$ cat src/rtl/instr_decode_pipe_if.sv
// Fetch-to-decode and decode-to-regread handshake bundle for instr_decode_pipe.
// Optional out_illegal is present only when DECODE_ILLEGAL_TRAP_EN is defined.
interface instr_decode_pipe_if #(
  parameter int DATA_W   = 16,
  parameter int ADDR_W   = 16,
  parameter int NUM_REGS = 8
);
  localparam int REG_AW = $clog2(NUM_REGS);

  logic              in_valid;
  logic              in_ready;
  logic [15:0]       in_instr;
  logic [ADDR_W-1:0] in_pc;

  logic              out_valid;
  logic              out_ready;
  logic [ADDR_W-1:0] out_pc;
  logic [1:0]        out_cls;
  logic [4:0]        out_alu_op;
  logic [REG_AW-1:0] out_ra;
  logic [REG_AW-1:0] out_rb;
  logic [REG_AW-1:0] out_rc;
  logic [DATA_W-1:0] out_imm;
  logic              out_rf_we;
  logic              out_mem_rd;
  logic              out_mem_wr;
  logic              out_uop_last;
`ifdef DECODE_ILLEGAL_TRAP_EN
  logic              out_illegal;
`endif

  // Fetch buffer / register-read side
  modport master (
    output in_valid, in_instr, in_pc, out_ready,
    input  in_ready, out_valid, out_pc, out_cls, out_alu_op, out_ra, out_rb, out_rc, out_imm,
`ifdef DECODE_ILLEGAL_TRAP_EN
    input  out_illegal,
`endif
    input  out_rf_we, out_mem_rd, out_mem_wr, out_uop_last
  );

  // Decoder side
  modport slave (
    input  in_valid, in_instr, in_pc, out_ready,
    output in_ready, out_valid, out_pc, out_cls, out_alu_op, out_ra, out_rb, out_rc, out_imm,
`ifdef DECODE_ILLEGAL_TRAP_EN
    output out_illegal,
`endif
    output out_rf_we, out_mem_rd, out_mem_wr, out_uop_last
  );
endinterface

$ cat src/rtl/instr_decode_pipe.sv
// IITB-RISC decode stage with valid/ready handshake, flush, and LM/SM
// expansion into one micro-op per set mask bit (lowest bit first).
// Optional illegal-opcode flag: define DECODE_ILLEGAL_TRAP_EN.
module instr_decode_pipe #(
  parameter int DATA_W   = 16,
  parameter int ADDR_W   = 16,
  parameter int NUM_REGS = 8
) (
  input  logic               clk,
  input  logic               reset,
  input  logic               flush,
  instr_decode_pipe_if.slave bus
);
  localparam int REG_AW = $clog2(NUM_REGS);
  localparam int CNT_W  = $clog2(NUM_REGS + 1);

  typedef enum logic {IDLE = 1'b0, MULTI = 1'b1} state_e;

  typedef struct packed {
    logic              valid;
    logic [ADDR_W-1:0] pc;
    logic [1:0]        cls;
    logic [4:0]        alu_op;
    logic [REG_AW-1:0] ra;
    logic [REG_AW-1:0] rb;
    logic [REG_AW-1:0] rc;
    logic [DATA_W-1:0] imm;
    logic              rf_we;
    logic              mem_rd;
    logic              mem_wr;
    logic              last;
`ifdef DECODE_ILLEGAL_TRAP_EN
    logic              illegal;
`endif
  } uop_t;

  state_e              state_q, state_d;
  uop_t                uop_q, uop_d;
  logic [NUM_REGS-1:0] mask_q, mask_d;
  logic [CNT_W-1:0]    cnt_q, cnt_d;
  logic [REG_AW-1:0]   base_q, base_d;
  logic [ADDR_W-1:0]   pc_q, pc_d;
  logic                lm_q, lm_d;

  logic [15:0]         instr;
  logic [3:0]          opc;
  logic [DATA_W-1:0]   sx6, sx9, lhi;
  logic [NUM_REGS-1:0] in_mask;
  uop_t                dec, ms_uop;
  logic                is_ms, advance, in_ready, take;

  logic [NUM_REGS-1:0] ms_mask, ms_rem;
  logic [CNT_W-1:0]    ms_cnt;
  logic [REG_AW-1:0]   ms_base, ms_k;
  logic [ADDR_W-1:0]   ms_pc;
  logic                ms_lm;

  function automatic logic [REG_AW-1:0] low_bit(input logic [NUM_REGS-1:0] m);
    low_bit = '0;
    for (int i = NUM_REGS - 1; i >= 0; i--)
      if (m[i]) low_bit = REG_AW'(i);
  endfunction

  assign instr   = bus.in_instr;
  assign opc     = instr[15:12];
  assign sx6     = DATA_W'($signed(instr[5:0]));
  assign sx9     = DATA_W'($signed(instr[8:0]));
  assign lhi     = DATA_W'({instr[8:0], 7'b0});
  assign in_mask = instr[NUM_REGS-1:0];

  // Single-instruction decode; LM/SM here is the empty-mask NOP form
  always_comb begin
    dec       = '0;
    dec.valid = 1'b1;
    dec.pc    = bus.in_pc;
    dec.ra    = REG_AW'(instr[11:9]);
    dec.rb    = REG_AW'(instr[8:6]);
    dec.rc    = REG_AW'(instr[5:3]);
    dec.last  = 1'b1;
    is_ms     = 1'b0;
    case (opc)
      4'h0: begin dec.cls = 2'b10; dec.alu_op = 5'b00000; dec.imm = sx6; dec.rf_we = 1'b1; end
      4'h1: begin dec.cls = 2'b11; dec.alu_op = {instr[1:0], 3'b000}; dec.rf_we = 1'b1; end
      4'h2: begin dec.cls = 2'b11; dec.alu_op = {instr[1:0], 3'b001}; dec.rf_we = 1'b1; end
      4'h3: begin dec.cls = 2'b01; dec.alu_op = 5'b00010; dec.imm = lhi; dec.rf_we = 1'b1; end
      4'h4: begin
        dec.cls = 2'b10; dec.alu_op = 5'b00011; dec.imm = sx6;
        dec.rf_we = 1'b1; dec.mem_rd = 1'b1;
      end
      4'h5: begin dec.cls = 2'b10; dec.alu_op = 5'b00011; dec.imm = sx6; dec.mem_wr = 1'b1; end
      4'h6, 4'h7: begin dec.alu_op = 5'b00111; is_ms = 1'b1; end
      4'h8: begin dec.cls = 2'b10; dec.alu_op = 5'b00100; dec.imm = sx6; end
      4'h9: begin dec.cls = 2'b01; dec.alu_op = 5'b00101; dec.imm = sx9; dec.rf_we = 1'b1; end
      4'hA: begin dec.cls = 2'b10; dec.alu_op = 5'b00101; dec.rf_we = 1'b1; end
      4'hB: begin dec.cls = 2'b01; dec.alu_op = 5'b00101; dec.imm = sx9; end
      default: begin
        dec.alu_op = 5'b00111;
`ifdef DECODE_ILLEGAL_TRAP_EN
        dec.illegal = 1'b1;
`endif
      end
    endcase
  end

  // LM/SM micro-op builder: fresh instruction in IDLE, saved context in MULTI
  always_comb begin
    if (state_q == MULTI) begin
      ms_mask = mask_q; ms_cnt = cnt_q; ms_base = base_q; ms_pc = pc_q; ms_lm = lm_q;
    end else begin
      ms_mask = in_mask; ms_cnt = '0; ms_base = dec.ra; ms_pc = bus.in_pc; ms_lm = ~opc[0];
    end
    ms_k          = low_bit(ms_mask);
    ms_rem        = ms_mask & ~(NUM_REGS'(1) << ms_k);
    ms_uop        = '0;
    ms_uop.valid  = 1'b1;
    ms_uop.pc     = ms_pc;
    ms_uop.cls    = 2'b01;
    ms_uop.alu_op = 5'b00011;
    ms_uop.ra     = ms_base;
    ms_uop.imm    = DATA_W'(ms_cnt);
    ms_uop.last   = (ms_rem == '0);
    if (ms_lm) begin
      ms_uop.rc = ms_k; ms_uop.rf_we = 1'b1; ms_uop.mem_rd = 1'b1;
    end else begin
      ms_uop.rb = ms_k; ms_uop.mem_wr = 1'b1;
    end
  end

  assign advance = bus.out_ready | ~uop_q.valid;
  assign in_ready = (state_q == IDLE) & advance & ~flush & ~reset;
  assign take     = bus.in_valid & in_ready;

  // Next-state: flush kills everything, MULTI drains mask, IDLE accepts
  always_comb begin
    state_d = state_q; uop_d = uop_q; mask_d = mask_q; cnt_d = cnt_q;
    base_d  = base_q;  pc_d  = pc_q;  lm_d   = lm_q;
    if (flush) begin
      state_d = IDLE; uop_d = '0; mask_d = '0; cnt_d = '0;
    end else if (state_q == MULTI) begin
      if (advance) begin
        uop_d  = ms_uop;
        mask_d = ms_rem;
        cnt_d  = cnt_q + CNT_W'(1);
        if (ms_rem == '0) state_d = IDLE;
      end
    end else if (advance) begin
      if (take && is_ms && in_mask != '0) begin
        uop_d  = ms_uop;
        mask_d = ms_rem;
        cnt_d  = CNT_W'(1);
        base_d = dec.ra;
        pc_d   = bus.in_pc;
        lm_d   = ms_lm;
        if (ms_rem != '0) state_d = MULTI;
      end else if (take) begin
        uop_d = dec;
      end else begin
        uop_d = '0;
      end
    end
  end

  // State and output register
  always_ff @(posedge clk) begin
    if (reset) begin
      state_q <= IDLE; uop_q <= '0; mask_q <= '0; cnt_q <= '0;
      base_q  <= '0;   pc_q  <= '0; lm_q   <= 1'b0;
    end else begin
      state_q <= state_d; uop_q <= uop_d; mask_q <= mask_d; cnt_q <= cnt_d;
      base_q  <= base_d;  pc_q  <= pc_d;  lm_q   <= lm_d;
    end
  end

  assign bus.in_ready     = in_ready;
  assign bus.out_valid    = uop_q.valid;
  assign bus.out_pc       = uop_q.pc;
  assign bus.out_cls      = uop_q.cls;
  assign bus.out_alu_op   = uop_q.alu_op;
  assign bus.out_ra       = uop_q.ra;
  assign bus.out_rb       = uop_q.rb;
  assign bus.out_rc       = uop_q.rc;
  assign bus.out_imm      = uop_q.imm;
  assign bus.out_rf_we    = uop_q.rf_we;
  assign bus.out_mem_rd   = uop_q.mem_rd;
  assign bus.out_mem_wr   = uop_q.mem_wr;
  assign bus.out_uop_last = uop_q.last;
`ifdef DECODE_ILLEGAL_TRAP_EN
  assign bus.out_illegal  = uop_q.illegal;
`endif
endmodule

$ cat src/flat_wrapper.sv
// flat-port wrapper written by rule: the top's interface ports become plain ports
module instr_decode_pipe_flat 
#(
  parameter int DATA_W   = 16,
  parameter int ADDR_W   = 16,
  parameter int NUM_REGS = 8
)
  (clk, reset, flush, bus_in_valid, bus_in_instr, bus_in_pc, bus_out_ready, bus_in_ready, bus_out_valid, bus_out_pc, bus_out_cls, bus_out_alu_op, bus_out_ra, bus_out_rb, bus_out_rc, bus_out_imm, bus_out_rf_we, bus_out_mem_rd, bus_out_mem_wr, bus_out_uop_last);
  instr_decode_pipe_if #(.DATA_W(DATA_W), .ADDR_W(ADDR_W), .NUM_REGS(NUM_REGS)) bus_i ();
  input  logic clk;
  input  logic reset;
  input  logic flush;
  input wire logic [$bits(bus_i.in_valid)-1:0] bus_in_valid;
  input wire logic [$bits(bus_i.in_instr)-1:0] bus_in_instr;
  input wire logic [$bits(bus_i.in_pc)-1:0] bus_in_pc;
  input wire logic [$bits(bus_i.out_ready)-1:0] bus_out_ready;
  output wire logic [$bits(bus_i.in_ready)-1:0] bus_in_ready;
  output wire logic [$bits(bus_i.out_valid)-1:0] bus_out_valid;
  output wire logic [$bits(bus_i.out_pc)-1:0] bus_out_pc;
  output wire logic [$bits(bus_i.out_cls)-1:0] bus_out_cls;
  output wire logic [$bits(bus_i.out_alu_op)-1:0] bus_out_alu_op;
  output wire logic [$bits(bus_i.out_ra)-1:0] bus_out_ra;
  output wire logic [$bits(bus_i.out_rb)-1:0] bus_out_rb;
  output wire logic [$bits(bus_i.out_rc)-1:0] bus_out_rc;
  output wire logic [$bits(bus_i.out_imm)-1:0] bus_out_imm;
  output wire logic [$bits(bus_i.out_rf_we)-1:0] bus_out_rf_we;
  output wire logic [$bits(bus_i.out_mem_rd)-1:0] bus_out_mem_rd;
  output wire logic [$bits(bus_i.out_mem_wr)-1:0] bus_out_mem_wr;
  output wire logic [$bits(bus_i.out_uop_last)-1:0] bus_out_uop_last;
  assign bus_i.in_valid = bus_in_valid;
  assign bus_i.in_instr = bus_in_instr;
  assign bus_i.in_pc = bus_in_pc;
  assign bus_i.out_ready = bus_out_ready;
  assign bus_in_ready = bus_i.in_ready;
  assign bus_out_valid = bus_i.out_valid;
  assign bus_out_pc = bus_i.out_pc;
  assign bus_out_cls = bus_i.out_cls;
  assign bus_out_alu_op = bus_i.out_alu_op;
  assign bus_out_ra = bus_i.out_ra;
  assign bus_out_rb = bus_i.out_rb;
  assign bus_out_rc = bus_i.out_rc;
  assign bus_out_imm = bus_i.out_imm;
  assign bus_out_rf_we = bus_i.out_rf_we;
  assign bus_out_mem_rd = bus_i.out_mem_rd;
  assign bus_out_mem_wr = bus_i.out_mem_wr;
  assign bus_out_uop_last = bus_i.out_uop_last;
  instr_decode_pipe #(.DATA_W(DATA_W), .ADDR_W(ADDR_W), .NUM_REGS(NUM_REGS)) u_core (.clk(clk), .reset(reset), .flush(flush), .bus(bus_i));
endmodule
$ cat config.mk
export PLATFORM = sky130hd
export DESIGN_NAME = instr_decode_pipe_flat
export DESIGN_NICKNAME = d
export VERILOG_FILES = /design/src/rtl/instr_decode_pipe_if.sv /design/src/rtl/instr_decode_pipe.sv /design/src/flat_wrapper.sv
export SDC_FILE = /design/constraint.sdc
export NUM_CORES = 1
export LEC_CHECK = 0
export BUFFER_PORTS_ARGS = -buffer_cell sky130_fd_sc_hd__buf_4
export CAP_MARGIN = 20
export CORE_UTILIZATION = 54
export DETAILED_ROUTE_END_ITERATION = 10
export PLACE_DENSITY = 0.82
export SETUP_SLACK_MARGIN = 0.5
export SKIP_CTS_REPAIR_TIMING = 1
export SYNTH_ARGS = -nofsm -noshare
export SYNTH_HDL_FRONTEND = slang
export SYNTH_SLANG_ARGS = --single-unit
$ cat constraint.sdc
create_clock -name clk -period 2.4 [get_ports clk]
set_clock_uncertainty 0.2 [all_clocks]
set_input_delay 0.12 -clock clk [delete_from_list [all_inputs] [get_ports clk]]
set_output_delay 0.12 -clock clk [all_outputs]
set_load 0.1 [all_outputs]
==> impl_metrics.env <==
export IMPL_hold_violations=4
export IMPL_grtUsageTotal=0.2981
export IMPL_synth_ff_type="dfxtp_1"
export IMPL_path_class="register to register"
export IMPL_power_total_mw=2.990
export IMPL_yosysUniqueCellTypes=62
export IMPL_die_x_um=88.27
export IMPL_path_cells="or3_1 -> a222oi_1 -> buf_4 -> nor2_4 -> a41o_1 -> o21ba_1 -> a311oi_2"
export IMPL_fillers=508
export IMPL_min_period_ns=2.260
export IMPL_max_slew_margin=0.4952
export IMPL_postLayoutCoreUtil=0.7740
export IMPL_critPathLaunch="u_core.state_q"
export IMPL_routedWlPerCell_um=18.20
export IMPL_setup_violations_final=0
export IMPL_tightestPinTransition_ns=0.7537
export IMPL_ys_ff_latch=86
export IMPL_final_area_um2=5584
export IMPL_cts_htree_levels=3
export IMPL_p_per_area_nw_per_um2=535.5
export IMPL_syn_inst=506
export IMPL_grt_pass1_wl_mm=17.94
export IMPL_synth_edf_count=0
export IMPL_p_leak_nw=2.094
export IMPL_viasPerCell=6.022
export IMPL_layout_drive_gt1_share=0.2918
export IMPL_crit_required_ns=2.46
export IMPL_numPortBuffers=90
export IMPL_setup_slack_ns=0.1398
export IMPL_max_clock_freq_mhz=442.4
export IMPL_crit_slowest_cell="dfxtp_4"
export IMPL_cts_tree="yes"
export IMPL_cap_violations=0
export IMPL_drt_pass1_iterations=5
export IMPL_ff2ff_path_depth=7
export IMPL_drc=0
export IMPL_grt_max_degree=57
export IMPL_cts_root_buf="clkbuf_8"
export IMPL_antennaDiodeCount=0
export IMPL_syn_area_um2=4019
export IMPL_grt_pass1_vias=3661
export IMPL_syn_to_final_growth_pct=38.95
export IMPL_die_y_um=88.27
export IMPL_outcome="finished with violations"
export IMPL_whs_ns=-0.08615
export IMPL_ys_seq_area_frac=0.4284
export IMPL_violations="hold timing"
export IMPL_async_flop_share=0
export IMPL_synth_top_cell_by_area="dfxtp_1"
export IMPL_synthTopCellsByArea="dfxtp_1 43%, nand2_1 8.1%, a21oi_1 7.2%"
export IMPL_arrival_ns=2.32
export IMPL_critPathMaxFanout=14
export IMPL_cts_sinks=86
export IMPL_tns_ns=0
export IMPL_rsz0062_at_grt="true"
export IMPL_crit_buf_inv=1
export IMPL_insertion_delay_ns=0.36
export IMPL_peakVddDrop_mv=0.3973
export IMPL_placed_area_um2=4850
export IMPL_final_max_slew_viol_count=0
export IMPL_layout_nets=667
export IMPL_rows=31
export IMPL_synth_top_area_share=0.4284
export IMPL_place_gp_congestion=0.9265
export IMPL_pre_cts_ws_ns=0.1618
export IMPL_antenna_found_initial=0
export IMPL_clkTransAtPathRegs_ns=0.08
export IMPL_synth_avg_cell_area_um2=7.942
export IMPL_r2r_end="u_core.state_q"
export IMPL_endpoint_kind="register"
export IMPL_worstSetupStartpointType="register"
export IMPL_hold_class="primary input to register"
export IMPL_cts_made_buffers=9
export IMPL_dp_hpwl_mm=7.715
export IMPL_coreArea_um2=7214
export IMPL_ant_nets=0
export IMPL_syn_nets=544
export IMPL_dieArea_um2=7792
export IMPL_drt_total_wl_mm=13.34
export IMPL_period_share=0.9417
export IMPL_hold_end="u_core.bus.out_imm[4]"
export IMPL_vias=4414
export IMPL_r2r_start="u_core.state_q"
export IMPL_drtIter0Drc=397
export IMPL_start_util=0.5571
export IMPL_ys_warn_count=0
export IMPL_min_delay_start="bus_in_instr[4]"
export IMPL_overflow=0
export IMPL_hold_depth=3
export IMPL_pin_count=91
export IMPL_rrSetupSlack_ns=0.14
export IMPL_cp_slowest_stage_delay_ns=0.40
export IMPL_max_clock_path_buffers=2
export IMPL_crit_family="compound AO/OA/AOI/OAI gates"
worst min-delay path, cell delays in order:
cell,delay (ns)
buf_4,0.15
a22oi_1,0.08
nor2_1,0.08
worst max path at each step:
stage / end / slack, ns / cells after the start
final: u_core.state_q / 0.14 / 7
after floorplan: bus_in_ready / 0.24 / 5
after global routing: u_core.state_q / 0.06 / 7
after global placement: u_core.state_q / 0.16 / 6
after CTS: u_core.state_q / 0.11 / 6
after detailed placement: u_core.state_q / 0.16 / 6
layer usage:
| layer | GRT usage | routed length, um | vias up |
|---|---|---|---|
| met5 | 0 | 0 | - |
| met4 | 0.09384 | 307 | 0 |
| met3 | 0.04291 | 962 | 44 |
| met2 | 0.4748 | 6433 | 238 |
| met1 | 0.4183 | 5639 | 2078 |
| li1 | - | - | 2054 |
cell usage after synthesis (all sizes together), types with 3 or more instances:
library cell,n
nand2,87
dfxtp,86
nor2,60
a21oi,59
clkbuf,28
a31oi,23
nand3,20
nor3,19
o21ai,19
buf,11
a211oi,7
a22oi,7
a221oi,6
mux2i,5
nor2b,5
nor3b,5
a311oi,4
nand2b,4
or2b,4
a32oi,3
inv,3
o211ai,3
or3b,3
placed cells by master, fill, tap and decap left out, drive strengths merged, types with 3 or more instances in the layout:
| cell type | netlist | final |
|---|---|---|
| a211oi | 7 | 7 |
| a21oi | 59 | 59 |
| a221oi | 6 | 6 |
| a22oi | 7 | 7 |
| a311oi | 4 | 4 |
| a31oi | 23 | 23 |
| a32oi | 3 | 3 |
| buf | 11 | 118 |
| clkbuf | 28 | 11 |
| dfxtp | 86 | 86 |
| dlygate4sd3 | 0 | 32 |
| inv | 3 | 7 |
| mux2i | 5 | 5 |
| nand2 | 87 | 87 |
| nand2b | 4 | 4 |
| nand3 | 20 | 21 |
| nor2 | 60 | 60 |
| nor2b | 5 | 5 |
| nor3 | 19 | 19 |
| nor3b | 5 | 5 |
| o211ai | 3 | 3 |
| o21ai | 19 | 19 |
| or2b | 4 | 4 |
| or3b | 3 | 3 |
through the flow:
step | std cells | hold slack (ns)
floorplan | 506 | 0.04325
global placement | 677 | 0.1646
detailed placement | 677 | 0.1742
CTS | 693 | -0.2034
global route | 733 | -0.06386
finish | 733 | -0.08615
power by group:
group	switching (mW)	leakage [nW]	total [mW]	internal (mW)
combinational	0.287	1.29	0.453	0.166
sequential	0.00883	0.695	1.45	1.44
clock	0.564	0.110	1.09	0.527
total	0.859	2.09	2.99	2.13
logic make-up (layout without fill, tap and decap cells):
group	count (synthesis)	count (layout)	share of synthesized area
and+or+nand+nor	220	221	0.2528
xor gates and xnor gates	3	3	0.006539
muxes	6	6	0.01526
adders and majority gates	1	1	0.003113
buffers and inverters	43	170	0.06102
AOI/OAI and AO/OA	147	147	0.2329
DFF	86	86	0.4284
sequential cells by signal, summed over array words and instances (netlist names), 2 cells and up:
signal,cells
u_core.base_q,3
u_core.bus.out_alu_op,5
u_core.bus.out_cls,2
u_core.bus.out_imm,16
u_core.bus.out_pc,16
u_core.bus.out_ra,3
u_core.bus.out_rb,3
u_core.bus.out_rc,3
u_core.cnt_q,4
u_core.mask_q,8
u_core.pc_q,16
layout make-up:
cell class                      count  area (um^2)  area share
Timing Repair Buffer              151         1271      0.2276
Clock buffer                       10        137.6     0.02465
Sequential cell                    86         1729      0.3097
Tap cell                           99        123.9     0.02218
Clock inverter                      6        73.82     0.01322
Multi-Input combinational cell    378         2237      0.4006
Inverter                            3        11.26    0.002017
Note: power is estimated with default switching activity, not from simulation.
